==> src/rtl/mem_arbiter.sv <==
// Arbitrates one single-port synchronous word memory between instruction fetch and data read/write.
// Fixed priority (write > read > fetch) with a starvation guard that forces a fetch grant.
module mem_arbiter #(
  parameter int MEM_WORDS    = 524288,
  parameter int MEM_AW       = $clog2(MEM_WORDS),
  parameter int STARVE_LIMIT = 4
) (
  input  logic              CLK,
  input  logic              RST,
  input  logic              IMEM_ARVALID,
  input  logic [31:0]       IMEM_ARADDR,
  output logic              IMEM_ARREADY,
  output logic              IMEM_RVALID,
  output logic [31:0]       IMEM_RDATA,
  input  logic              DMEM_ARVALID,
  input  logic [31:0]       DMEM_ARADDR,
  output logic              DMEM_ARREADY,
  output logic              DMEM_RVALID,
  output logic [31:0]       DMEM_RDATA,
  input  logic              DMEM_AWVALID,
  input  logic [31:0]       DMEM_AWADDR,
  input  logic [31:0]       DMEM_WDATA,
  input  logic [3:0]        DMEM_WSTRB,
  output logic              DMEM_AWREADY,
  output logic              DMEM_BVALID,
  output logic              DMEM_ERR,
  output logic              MEM_EN,
  output logic [3:0]        MEM_WE,
  output logic [MEM_AW-1:0] MEM_ADDR,
  output logic [31:0]       MEM_WDATA,
  input  logic [31:0]       MEM_RDATA
);

  localparam logic [3:0] LIMIT    = 4'(STARVE_LIMIT);
  localparam logic [1:0] DST_IMEM = 2'd0;
  localparam logic [1:0] DST_DRD  = 2'd1;
  localparam logic [1:0] DST_DWR  = 2'd2;

  // Any address bit above the word-addressable range marks the access as out of range.
  function automatic logic out_of_range(input logic [31:0] addr);
    return (addr >> (MEM_AW + 2)) != 32'd0;
  endfunction

  logic [3:0]  starve_q, starve_d;
  logic        tag_vld_q, tag_vld_d;
  logic [1:0]  tag_dst_q, tag_dst_d;
  logic        tag_err_q, tag_err_d;
  logic [31:0] irdata_q, irdata_d;
  logic [31:0] drdata_q, drdata_d;
  logic        force_i_s, gnt_i_s, gnt_r_s, gnt_w_s, gnt_any_s, oor_s;
  logic [31:0] gnt_addr_s;
  logic [31:0] ret_data_s;

  // Grant selection, memory drive and next-state for the starvation counter and owner tag.
  always_comb begin
    force_i_s    = IMEM_ARVALID && (starve_q == LIMIT);
    gnt_w_s      = !RST && !force_i_s && DMEM_AWVALID;
    gnt_r_s      = !RST && !force_i_s && !DMEM_AWVALID && DMEM_ARVALID;
    gnt_i_s      = !RST && IMEM_ARVALID && (force_i_s || (!DMEM_AWVALID && !DMEM_ARVALID));
    gnt_any_s    = gnt_w_s || gnt_r_s || gnt_i_s;
    gnt_addr_s   = 32'd0;
    tag_dst_d    = DST_IMEM;
    if (gnt_w_s) begin
      gnt_addr_s = DMEM_AWADDR;
      tag_dst_d  = DST_DWR;
    end else if (gnt_r_s) begin
      gnt_addr_s = DMEM_ARADDR;
      tag_dst_d  = DST_DRD;
    end else begin
      gnt_addr_s = IMEM_ARADDR;
      tag_dst_d  = DST_IMEM;
    end
    oor_s        = out_of_range(gnt_addr_s);
    IMEM_ARREADY = gnt_i_s;
    DMEM_ARREADY = gnt_r_s;
    DMEM_AWREADY = gnt_w_s;
    MEM_EN       = gnt_any_s && !oor_s;
    MEM_WE       = (gnt_w_s && !oor_s) ? DMEM_WSTRB : 4'd0;
    MEM_ADDR     = gnt_addr_s[MEM_AW+1:2];
    MEM_WDATA    = gnt_w_s ? DMEM_WDATA : 32'd0;
    tag_vld_d    = gnt_any_s;
    tag_err_d    = gnt_any_s && oor_s;
    starve_d     = starve_q;
    if (!IMEM_ARVALID || gnt_i_s) begin
      starve_d = 4'd0;
    end else if ((gnt_w_s || gnt_r_s) && (starve_q != LIMIT)) begin
      starve_d = starve_q + 4'd1;
    end else begin
      starve_d = starve_q;
    end
  end

  // Response pulses from the owner tag; the non-addressed read port keeps its last data.
  always_comb begin
    ret_data_s  = tag_err_q ? 32'd0 : MEM_RDATA;
    IMEM_RVALID = !RST && tag_vld_q && (tag_dst_q == DST_IMEM);
    DMEM_RVALID = !RST && tag_vld_q && (tag_dst_q == DST_DRD);
    DMEM_BVALID = !RST && tag_vld_q && (tag_dst_q == DST_DWR);
    DMEM_ERR    = (DMEM_RVALID || DMEM_BVALID) && tag_err_q;
    IMEM_RDATA  = IMEM_RVALID ? ret_data_s : irdata_q;
    DMEM_RDATA  = DMEM_RVALID ? ret_data_s : drdata_q;
    irdata_d    = IMEM_RDATA;
    drdata_d    = DMEM_RDATA;
  end

  // State registers; reset also drops any grant still in flight.
  always_ff @(posedge CLK) begin
    if (RST) begin
      starve_q  <= 4'd0;
      tag_vld_q <= 1'b0;
      tag_dst_q <= DST_IMEM;
      tag_err_q <= 1'b0;
      irdata_q  <= 32'd0;
      drdata_q  <= 32'd0;
    end else begin
      starve_q  <= starve_d;
      tag_vld_q <= tag_vld_d;
      tag_dst_q <= tag_dst_d;
      tag_err_q <= tag_err_d;
      irdata_q  <= irdata_d;
      drdata_q  <= drdata_d;
    end
  end

endmodule

==> config.mk <==
export PLATFORM = sky130hd
export DESIGN_NAME = mem_arbiter
export DESIGN_NICKNAME = d
export VERILOG_FILES = /design/src/rtl/mem_arbiter.sv
export SDC_FILE = /design/constraint.sdc
export NUM_CORES = 1
export LEC_CHECK = 0
export BUFFER_PORTS_ARGS = -buffer_cell sky130_fd_sc_hd__buf_2
export CAP_MARGIN = 20
export CORE_MARGIN = 5
export CORE_UTILIZATION = 35
export CTS_CLUSTER_SIZE = 40
export DETAILED_ROUTE_END_ITERATION = 16
export PLACE_DENSITY = 0.79
export SLEW_MARGIN = 30
export SYNTH_ARGS = -nofsm -noshare
export SYNTH_HDL_FRONTEND = slang
export SYNTH_SLANG_ARGS = --single-unit
==> constraint.sdc <==
create_clock -name CLK -period 2 [get_ports CLK]
set_input_delay 0.1 -clock CLK [delete_from_list [all_inputs] [get_ports CLK]]
set_output_delay 0.1 -clock CLK [all_outputs]
set_load 0.02 [all_outputs]
==> results of run 1 <==
[state kept, by name, summed over array words and instances (netlist names)]
name,flops
drdata_q,32
irdata_q,32
starve_q,4
tag_dst_q,2
tag_err_q,1
tag_vld_q,1
[metrics by stage]
stage | utilization (%) | power, W | cell area (sq um) | instances
final | 57.04 | 0.004332 | 6265 | 940
after global routing | 56.99 | 0.004509 | 6260 | 938
after CTS | 56.54 | 0.004354 | 6210 | 935
after detailed placement | 50.79 | 0.002326 | 5578 | 915
after global placement | 50.79 | 0.002319 | 5578 | 915
after floorplan | - | 0.001948 | 3969 | 507
[synthesized netlist by cell type]
cell type  instances  area share (%)
and2_1           100              16
dfxtp_1           72              36
nand2_1           68             6.4
o21ai_0           49             6.2
nand2b_1          32             5.1
clkbuf_1          27             2.6
a31oi_1           20             3.2
o21ai_2           20             4.4
a22oi_1           19             3.6
nor2b_1           19             3.0
o21ai_1           14             1.8
inv_1              9            0.85
buf_2              7            0.88
nor2_1             7            0.66
nor4_1             7             1.1
buf_6              6             1.7
nand3_1            3            0.38
a222oi_1           2            0.51
ha_1               2            0.63
nor3_1             2            0.25
nor4b_1            2            0.44
o21a_1             2            0.38
xnor2_1            2            0.44
a2111o_1           1            0.28
a21boi_0           1            0.19
and3_1             1            0.16
and4b_1            1            0.25
buf_4              1            0.19
nand4bb_1          1            0.28
nor2_2             1            0.16
nor3_2             1            0.25
nor3b_1            1            0.19
nor4bb_1           1            0.25
o211ai_1           1            0.19
o31a_1             1            0.22
o32ai_1            1            0.22
or2_1              1            0.16
or3_1              1            0.16
or4b_1             1            0.25
[cells by family (layout without fill, tap and decap cells)]
kind of cell / after synthesis / after routing / synth area share, %
DFF: 72 / 72 / 36.38
AOI/OAI and AO/OA: 131 / 131 / 21.12
and+or+nand+nor: 250 / 250 / 35.24
adders and majority gates: 2 / 2 / 0.6314
buffers and inverters: 50 / 340 / 6.189
other: 0 / 3 / 0
xor gates and xnor gates: 2 / 2 / 0.4421
[where the power goes]
group	leakage, nW	switching [W]	internal (W)	total (W)
clock	0.176	0.000582	0.00138	0.00196
combinational	2.30	0.000500	0.000398	0.000898
sequential	0.584	0.00000949	0.00146	0.00147
[cell usage in the layout (no fill, tap or decap), types with 2 or more instances in the layout]
cell,synthesis,routed
buf_2,7,242
and2_1,100,95
dfxtp_1,72,70
nand2_1,68,68
buf_4,1,47
o21ai_0,49,33
nand2b_1,32,32
o21ai_1,14,30
a31oi_1,20,20
o21ai_2,20,20
buf_6,6,20
nor2b_1,19,19
a22oi_1,19,19
clkbuf_16,0,10
inv_1,9,7
nor2_1,7,7
nor4_1,7,6
and2_4,0,5
bufinv_16,0,4
diode_2,0,3
nand3_1,3,3
buf_12,0,3
inv_2,0,2
nor3_1,2,2
a222oi_1,2,2
o21a_1,2,2
xnor2_1,2,2
buf_8,0,2
dfxtp_2,0,2
[worst paths after layout]
check,start,end,slack [ns]
worst max-delay path,starve_q[1],MEM_EN,-0.19
worst min-delay path,IMEM_ARVALID,tag_vld_q,0.14
worst max register to register,starve_q[1],tag_err_q,0.06
worst min register to register,starve_q[0],starve_q[0],0.52
[routing by layer]
layer | global-route usage, % | wire, microns | up-vias
li1 | - | - | 2291
met1 | 28.13 | 6316 | 2091
met2 | 38.41 | 7782 | 190
met3 | 7.306 | 1777 | 29
met4 | 7.657 | 453 | 2
met5 | 0 | 13 | -
[critical path: cells and delay by family (launching register included)]
family | cells | cell delay [ns]
flops | 1 | 0.32
simple gates | 3 | 0.57
buf+inv | 3 | 0.33
compound gates | 1 | 0.41
fa+ha+maj | 1 | 0.12
[layout make-up]
| type | count | area, sq um | area share (%) |
|---|---|---|---|
| antenna | 3 | 7.507 | 0.1198 |
| clock buffer | 11 | 242.7 | 3.875 |
| clock inverter | 5 | 127.6 | 2.037 |
| inverter | 9 | 33.78 | 0.5392 |
| multi-input combinational | 385 | 2330 | 37.19 |
| sequential | 72 | 1444 | 23.05 |
| tap | 140 | 175.2 | 2.796 |
| timing repair buffer | 315 | 1904 | 30.40 |
[what timing repair did]
item / in CTS / in global routing
setup buffers: 4 / 1
pin swaps: 12 / 3
endpoints found under the setup margin: 73 / 58
cloned: 0 / 1
resized for setup: 81 / 10
==> impl_metrics.toml, run 1 <==
[run_status]
status = "complete, but fails checks"
failed_checks = "setup timing"

[critical_path]
worstPathCellList = "inv_2, ha_4, and4b_2, buf_6, nor3_4, a222oi_1, and3_1, buf_6"
crit_path_end_kind = "primary output"
crit_top_cell = "buf_6"
cp_slowest_cell = "a222oi_1"
r2r_cells = 10
critPathMaxStageDelay_ns = 0.41
worstPathRequired_ns = 1.90
startpoint_type = "register"
path_class = "reg2out"
critPathArrivalTime_ns = 2.09
cp_max_fo = 5

[timing]
fmax_ghz = 0.4571
finalClockSkew_ns = 0.006409
fin_crit_ns = 2.188
setup-tns-final_ns = -5.410
finalSetupViolCount = 51
hold_ws_ns = 0.1374
rsz0062_at_grt = "yes"
fin_crit_sh_pct = 109.4
worst_pin_slew_ns = 0.5139
slew_headroom_pct = 65.74
hold_viol_final = 0
drv_slew = 0
fin_ws_ns = -0.1876

[finish]
area_growth_pct = 58.10
drive_gt1_share_pct = 46.05
fillCellCount = 1009
finalNetCount = 963

[floorplanning]
die_w_microns = 116.4
die-area_sq_mm = 0.01355
initial_core_util_pct = 36.08
core_area_sq_mm = 0.01098
die_h_microns = 116.4
fp-row-count = 38
io_pins = 296

[clocking]
cts_made_buffers = 9
ctsLongestPathBuffers = 2
clkTransAtPathRegs_ns = 0.05
clk_latency_ns = 0.32
cts_max_level = 3
clockRootBuffer = "clkbuf_16"
tritoncts = "done"
ctsHoldBuffers = 0
clock_sinks = 72

[worst_hold_path]
hold-path-cell-count = 3
min_path_type = "in2reg"

[power_and_ir_drop]
p_per_area_mw_per_mm2 = 691.6
ir_drop_v = 0.0005411
p_leak_nw = 3.061

[routing]
drc = 0
postRouteWirelength_mm = 16.34
drt_pass1_iterations = 4
ant_nets = 0
dr_total_vias = 4603
post_drt_wl_per_cell_microns = 17.39
avgViaCountPerCell = 4.897
drt_iter0_markers = 335

[logic_synthesis]
syn-cell-area_sq_mm = 0.003963
synth_seq_area_share_pct = 36.38
avgSynthCellArea_sq_um = 7.816
synthCells = 507
yosys_warnings = 0
ys_types = 39
syn_nets = 678
ys_seq_elements = 72

[global_routing]
first_global_vias = 4429
overflow = 0
grt_max_degree = 66
antenna_found_initial = 4
grt_usage_pct = 23.03
grt_pass1_wl_mm = 23.86

[placement]
portBuffers = 289
gp_congestion = 0.9905
dp_slack_ns = 0.02567
place_hpwl_mm = 13.14

[run]
cap_violations = 0
Power figures use the tool's default switching activity.
==> run 2, diff against run 1 <==
CORE_MARGIN = 4   (was 5)
SETUP_SLACK_MARGIN = 0.2   (was default)
==> run 2 against run 1 <==
Critical path depth decreased by 1. Critical path type unchanged. The run still ends with setup timing left. Fmax decreased by 1.3%. Register-to-register slack improved by 0.20 ns. First-iteration DRC count decreased by 16%.
==> impl_metrics.toml, run 2 (synthesis results as in run 1) <==
[run_status]
status = "complete, but fails checks"
failed_checks = "setup timing"

[finish]
drive_gt1_share_pct = 54.37
layout_commonest_cell = "buf_2"
finalNetCount = 979
diodes = 0
fin_util_pct = 65.33
instances_no_fill = 953
area_growth_pct = 81.09
fillCellCount = 889
reg_top3 = "drdata_q x32, irdata_q x32, starve_q x4"
final_cell_mix = "buf_2 (228), and2_1 (96), dfxtp_1 (68)"

[critical_path]
critPathArrivalTime_ns = 2.12
critPathBufInv = 2
startpoint_type = "register"
cp_slowest_cell = "a222oi_1"
path_class = "reg2out"
path_depth = 7
cp_max_fo = 5
worstPathCellList = "inv_2, ha_4, and4b_2, a2111o_1, a222oi_1, and3_4, buf_6"
r2r_cells = 8
r2r_slack_ns = 0.26
crit_path_end_kind = "primary output"
critPathMaxStageDelay_ns = 0.34
crit_family = "compound AO/OA/AOI/OAI gates"
worstPathRequired_ns = 1.90

[placement]
gp_congestion = 1.011
place_hpwl_mm = 11.44
place_inst = 913
portBuffers = 289

[clocking]
ctsLongestPathBuffers = 2
tritoncts = "done"
ctsHoldBuffers = 0
cts_made_buffers = 9
clkTransAtPathRegs_ns = 0.05
clockRootBuffer = "clkbuf_16"
clk_latency_ns = 0.32
cts_max_level = 3
clock_sinks = 72

[routing]
dr_total_vias = 4813
drc = 0
ant_nets = 0
postRouteWirelength_mm = 17.28
drt_iter0_markers = 280
avgViaCountPerCell = 5.050
post_drt_wl_per_cell_microns = 18.13
drt_pass1_iterations = 5

[power_and_ir_drop]
p_per_area_mw_per_mm2 = 585.0
ir_drop_v = 0.0004456
p_leak_nw = 3.374

[floorplanning]
die-area_sq_mm = 0.01309
core_area_sq_mm = 0.01098
die_w_microns = 114.4
fp-row-count = 38
io_pins = 296
initial_core_util_pct = 36.08
die_h_microns = 114.4

[global_routing]
overflow = 0
grt_pass1_wl_mm = 24.90
first_global_vias = 4716
grt_usage_pct = 24.26
grt_max_degree = 45
antenna_found_initial = 0

[timing]
slew_headroom_pct = 67.54
fin_crit_ns = 2.216
rsz0062_at_grt = "yes"
hold_viol_final = 0
finalClockSkew_ns = 0.005984
drv_slew = 0
fmax_ghz = 0.4513
fin_ws_ns = -0.2158
fin_crit_sh_pct = 110.8
finalSetupViolCount = 56
worst_pin_slew_ns = 0.4825
hold_ws_ns = 0.1445

[worst_hold_path]
hold-path-cell-count = 3
min_path_type = "in2reg"

[run]
cap_violations = 0
## run 2: cell count changes in the layout (fill, tap and decap cells not counted), sizes merged
cell      delta
buf         +14
bufinv       -3
clkinv       +3
diode        -3
clkbuf       +1
clkinvlp     +1
## run 2: final timing paths
path | startpoint | to
hold reg to reg | drdata_q[21] | drdata_q[21]
hold / removal | IMEM_ARVALID | starve_q[1]
setup / recovery | starve_q[0] | MEM_EN
setup reg to reg | starve_q[1] | tag_err_q
## run 2: power by group
group / total [W] / switching (W) / leakage, nW / internal (W)
clock network: 0.00161 / 0.000608 / 0.145 / 0.00100
logic: 0.00110 / 0.000588 / 2.64 / 0.000516
registers: 0.00148 / 0.0000183 / 0.584 / 0.00147
total: 0.00420 / 0.00121 / 3.37 / 0.00298
## run 2: timing repair
action,CTS,global route
endpoints found under the hold margin,0,0
gates resized for setup,198,46
endpoints found under the setup margin,92,109
pin swaps,9,11
buffers inserted,8,5
cloned,7,4
## run 2: layout make-up
class                      count  area [sq um]  area share (%)
multi-input combinational    385          2830           39.44
timing repair buffer         331          2379           33.15
tap                          140         175.2           2.441
clock buffer                  10         239.0           3.330
inverter                       9         38.79          0.5405
clock inverter                 6         67.56          0.9416
sequential                    72          1446           20.16
## run 2: tightest hold or removal path, stage by stage
cell     delay [ns]
buf_2          0.12
nand3_1        0.15
nor2_1         0.05
## run 2: stage by stage
stage	power, W	setup TNS (ns)	cell area [sq um]	worst slack, ns
after floorplan	0.001967	0	4050	0.1419
after global placement	0.002311	0	5624	0.07623
after detailed placement	0.002319	0	5624	0.02403
after CTS	0.004161	-8.152	6888	-0.2023
after global routing	0.004375	-13.47	7176	-0.3222
final	0.004198	-6.523	7176	-0.2158
## run 2: per-layer routing
metal,global-route usage [%],wire length (microns),vias to the layer above
li1,-,-,2321
met1,26.65,6260,2248
met2,45.32,9270,212
met3,5.814,1276,32
met4,7.997,470,0
met5,0,0,-
==> run 3, diff against run 2 <==
REMOVE_ABC_BUFFERS = 1   (was default)
==> run 3 against run 2 <==
The run still ends with setup timing left. Clock-buffer cell count unchanged. Total power increased by 7.6%. Register-to-register slack got worse by 0.21 ns. Critical path depth increased by 3. Critical endpoint is now MEM_ADDR[2]. Largest cell class unchanged.
==> impl_metrics.toml, run 3 (synthesis results as in run 1) <==
[run_status]
status = "complete, but fails checks"
failed_checks = "setup timing"

[routing]
drt_iter0_markers = 280
postRouteWirelength_mm = 20.12
drt_pass1_iterations = 5
wl_met3_mm = 1.583
dr_total_vias = 5133
avgViaCountPerCell = 5.270
post_drt_wl_per_cell_microns = 20.66
wl_met1_mm = 7.055
drc = 0
met2_length_mm = 10.65
highest_layer = "met5"
ant_nets = 0

[timing]
hold_viol_final = 0
finalClockSkew_ns = 0.005091
drv_slew = 0
hold_ws_ns = 0.1212
fin_crit_sh_pct = 113.7
fin_crit_ns = 2.273
worst_pin_slew_ns = 0.4367
fmax_ghz = 0.4399
slew_headroom_pct = 70.62
fin_ws_ns = -0.2733
finalSetupViolCount = 89
setup-tns-final_ns = -12.18
rsz0062_at_grt = "yes"

[finish]
area_growth_pct = 100.6
fillCellCount = 763
final_cell_mix = "buf_2 (199), buf_6 (98), dfxtp_1 (68)"
finalNetCount = 1000
seq_area_sq_mm = 0.001446
multiInputGateArea_sq_mm = 0.003067
drive_gt1_share_pct = 61.34
reg_top3 = "drdata_q x32, irdata_q x32, starve_q x4"
postLayoutCellArea_sq_mm = 0.007950
layout_commonest_cell = "buf_2"

[critical_path]
cp_max_fo = 8
path_class = "reg2out"
critPathArrivalTime_ns = 2.17
startpoint_type = "register"
worstPathRequired_ns = 1.90
crit_path_end_kind = "primary output"
r2r_start = "tag_dst_q[1]"
startpoint = "starve_q[1]"

[placement]
dp_slack_ns = -0.008554
place_area_sq_mm = 0.005577
place_hpwl_mm = 10.97
gp_congestion = 0.8933
portBuffers = 289

[clocking]
cts_made_buffers = 9
ctsLongestPathBuffers = 2
clkTransAtPathRegs_ns = 0.05
tritoncts = "done"
cts_max_level = 3
clock_sinks = 72
clk_latency_ns = 0.33
clockRootBuffer = "clkbuf_16"

[floorplanning]
core_area_sq_mm = 0.01098
fp-row-count = 38
io_pins = 296
initial_core_util_pct = 36.08
die_h_microns = 114.4
die-area_sq_mm = 0.01309
die_w_microns = 114.4

[global_routing]
grt_usage_pct = 26.50
antenna_found_initial = 3
grt_pass1_wl_mm = 26.92
overflow = 0
grt_max_degree = 66
first_global_vias = 5079

[run]
cap_violations = 0

[power_and_ir_drop]
p_per_area_mw_per_mm2 = 568.3
p_leak_nw = 3.656
ir_drop_v = 0.0005544

[worst_hold_path]
min_path_type = "in2reg"
holdCritStartpoint = "IMEM_ARVALID"
## run 3: cell count changes in the layout (fill, tap and decap cells not counted), sizes merged
cell / before / now
buf: 328 / 349
bufinv: 1 / 2
clkinvlp: 2 / 1
diode: 0 / 1
inv: 9 / 8
## run 3: per-stage QoR
stage | instances | utilization, % | power, W
detailed placement | 914 | 50.77 | 0.002301
finish | 974 | 72.39 | 0.004518
floorplan | 466 | - | 0.001900
CTS | 957 | 66.86 | 0.004338
global route | 974 | 72.39 | 0.004666
global placement | 914 | 50.77 | 0.002293
## run 3: final timing paths
check	end	slack [ns]	cells past startpoint
worst max-delay path	MEM_ADDR[2]	-0.27	10
worst min-delay path	starve_q[0]	0.12	3
worst max register to register	irdata_q[19]	0.05	9
worst min register to register	starve_q[0]	0.51	2
## run 3: repair_timing
item | 4_1_cts | 5_1_grt
resized for setup | 305 | 128
buffers inserted | 17 | 9
hold endpoints to repair | 0 | 0
pin swaps | 28 | 51
hold buffers | 0 | 0
setup endpoints to repair | 93 | 121
gates cloned | 11 | 7
## run 3: where the power goes
group | switching [W] | total (W) | internal (W)
combinational | 0.000659 | 0.00130 | 0.000645
clock | 0.000608 | 0.00173 | 0.00112
sequential | 0.0000234 | 0.00149 | 0.00147
total | 0.00129 | 0.00452 | 0.00323
## run 3: area by class of cell
class | instances | area share, %
clock buffers | 10 | 3.006
multi-input cells | 385 | 38.57
flip-flops and latches | 72 | 18.19
inverters | 9 | 0.4879
diodes | 1 | 0.03148
repair buffers | 352 | 36.48
well taps | 140 | 2.203
clock inverters | 5 | 1.023
## run 3: critical path: stages (launching register included)
cell and delay [ns]:
dfxtp_2 0.33, inv_2 0.04, ha_4 0.15, and4b_2 0.25, buf_6 0.14, nor3_4 0.24, buf_6 0.21, clkbuf_16 0.17
a22oi_2 0.05, o21ai_1 0.08, buf_4 0.16
## run 3: routing by layer
metal / up-vias / GRT usage (%)
met5: - / 0
met4: 4 / 10.29
met3: 60 / 8.351
met2: 266 / 49.44
met1: 2435 / 27.28
li1: 2368 / -
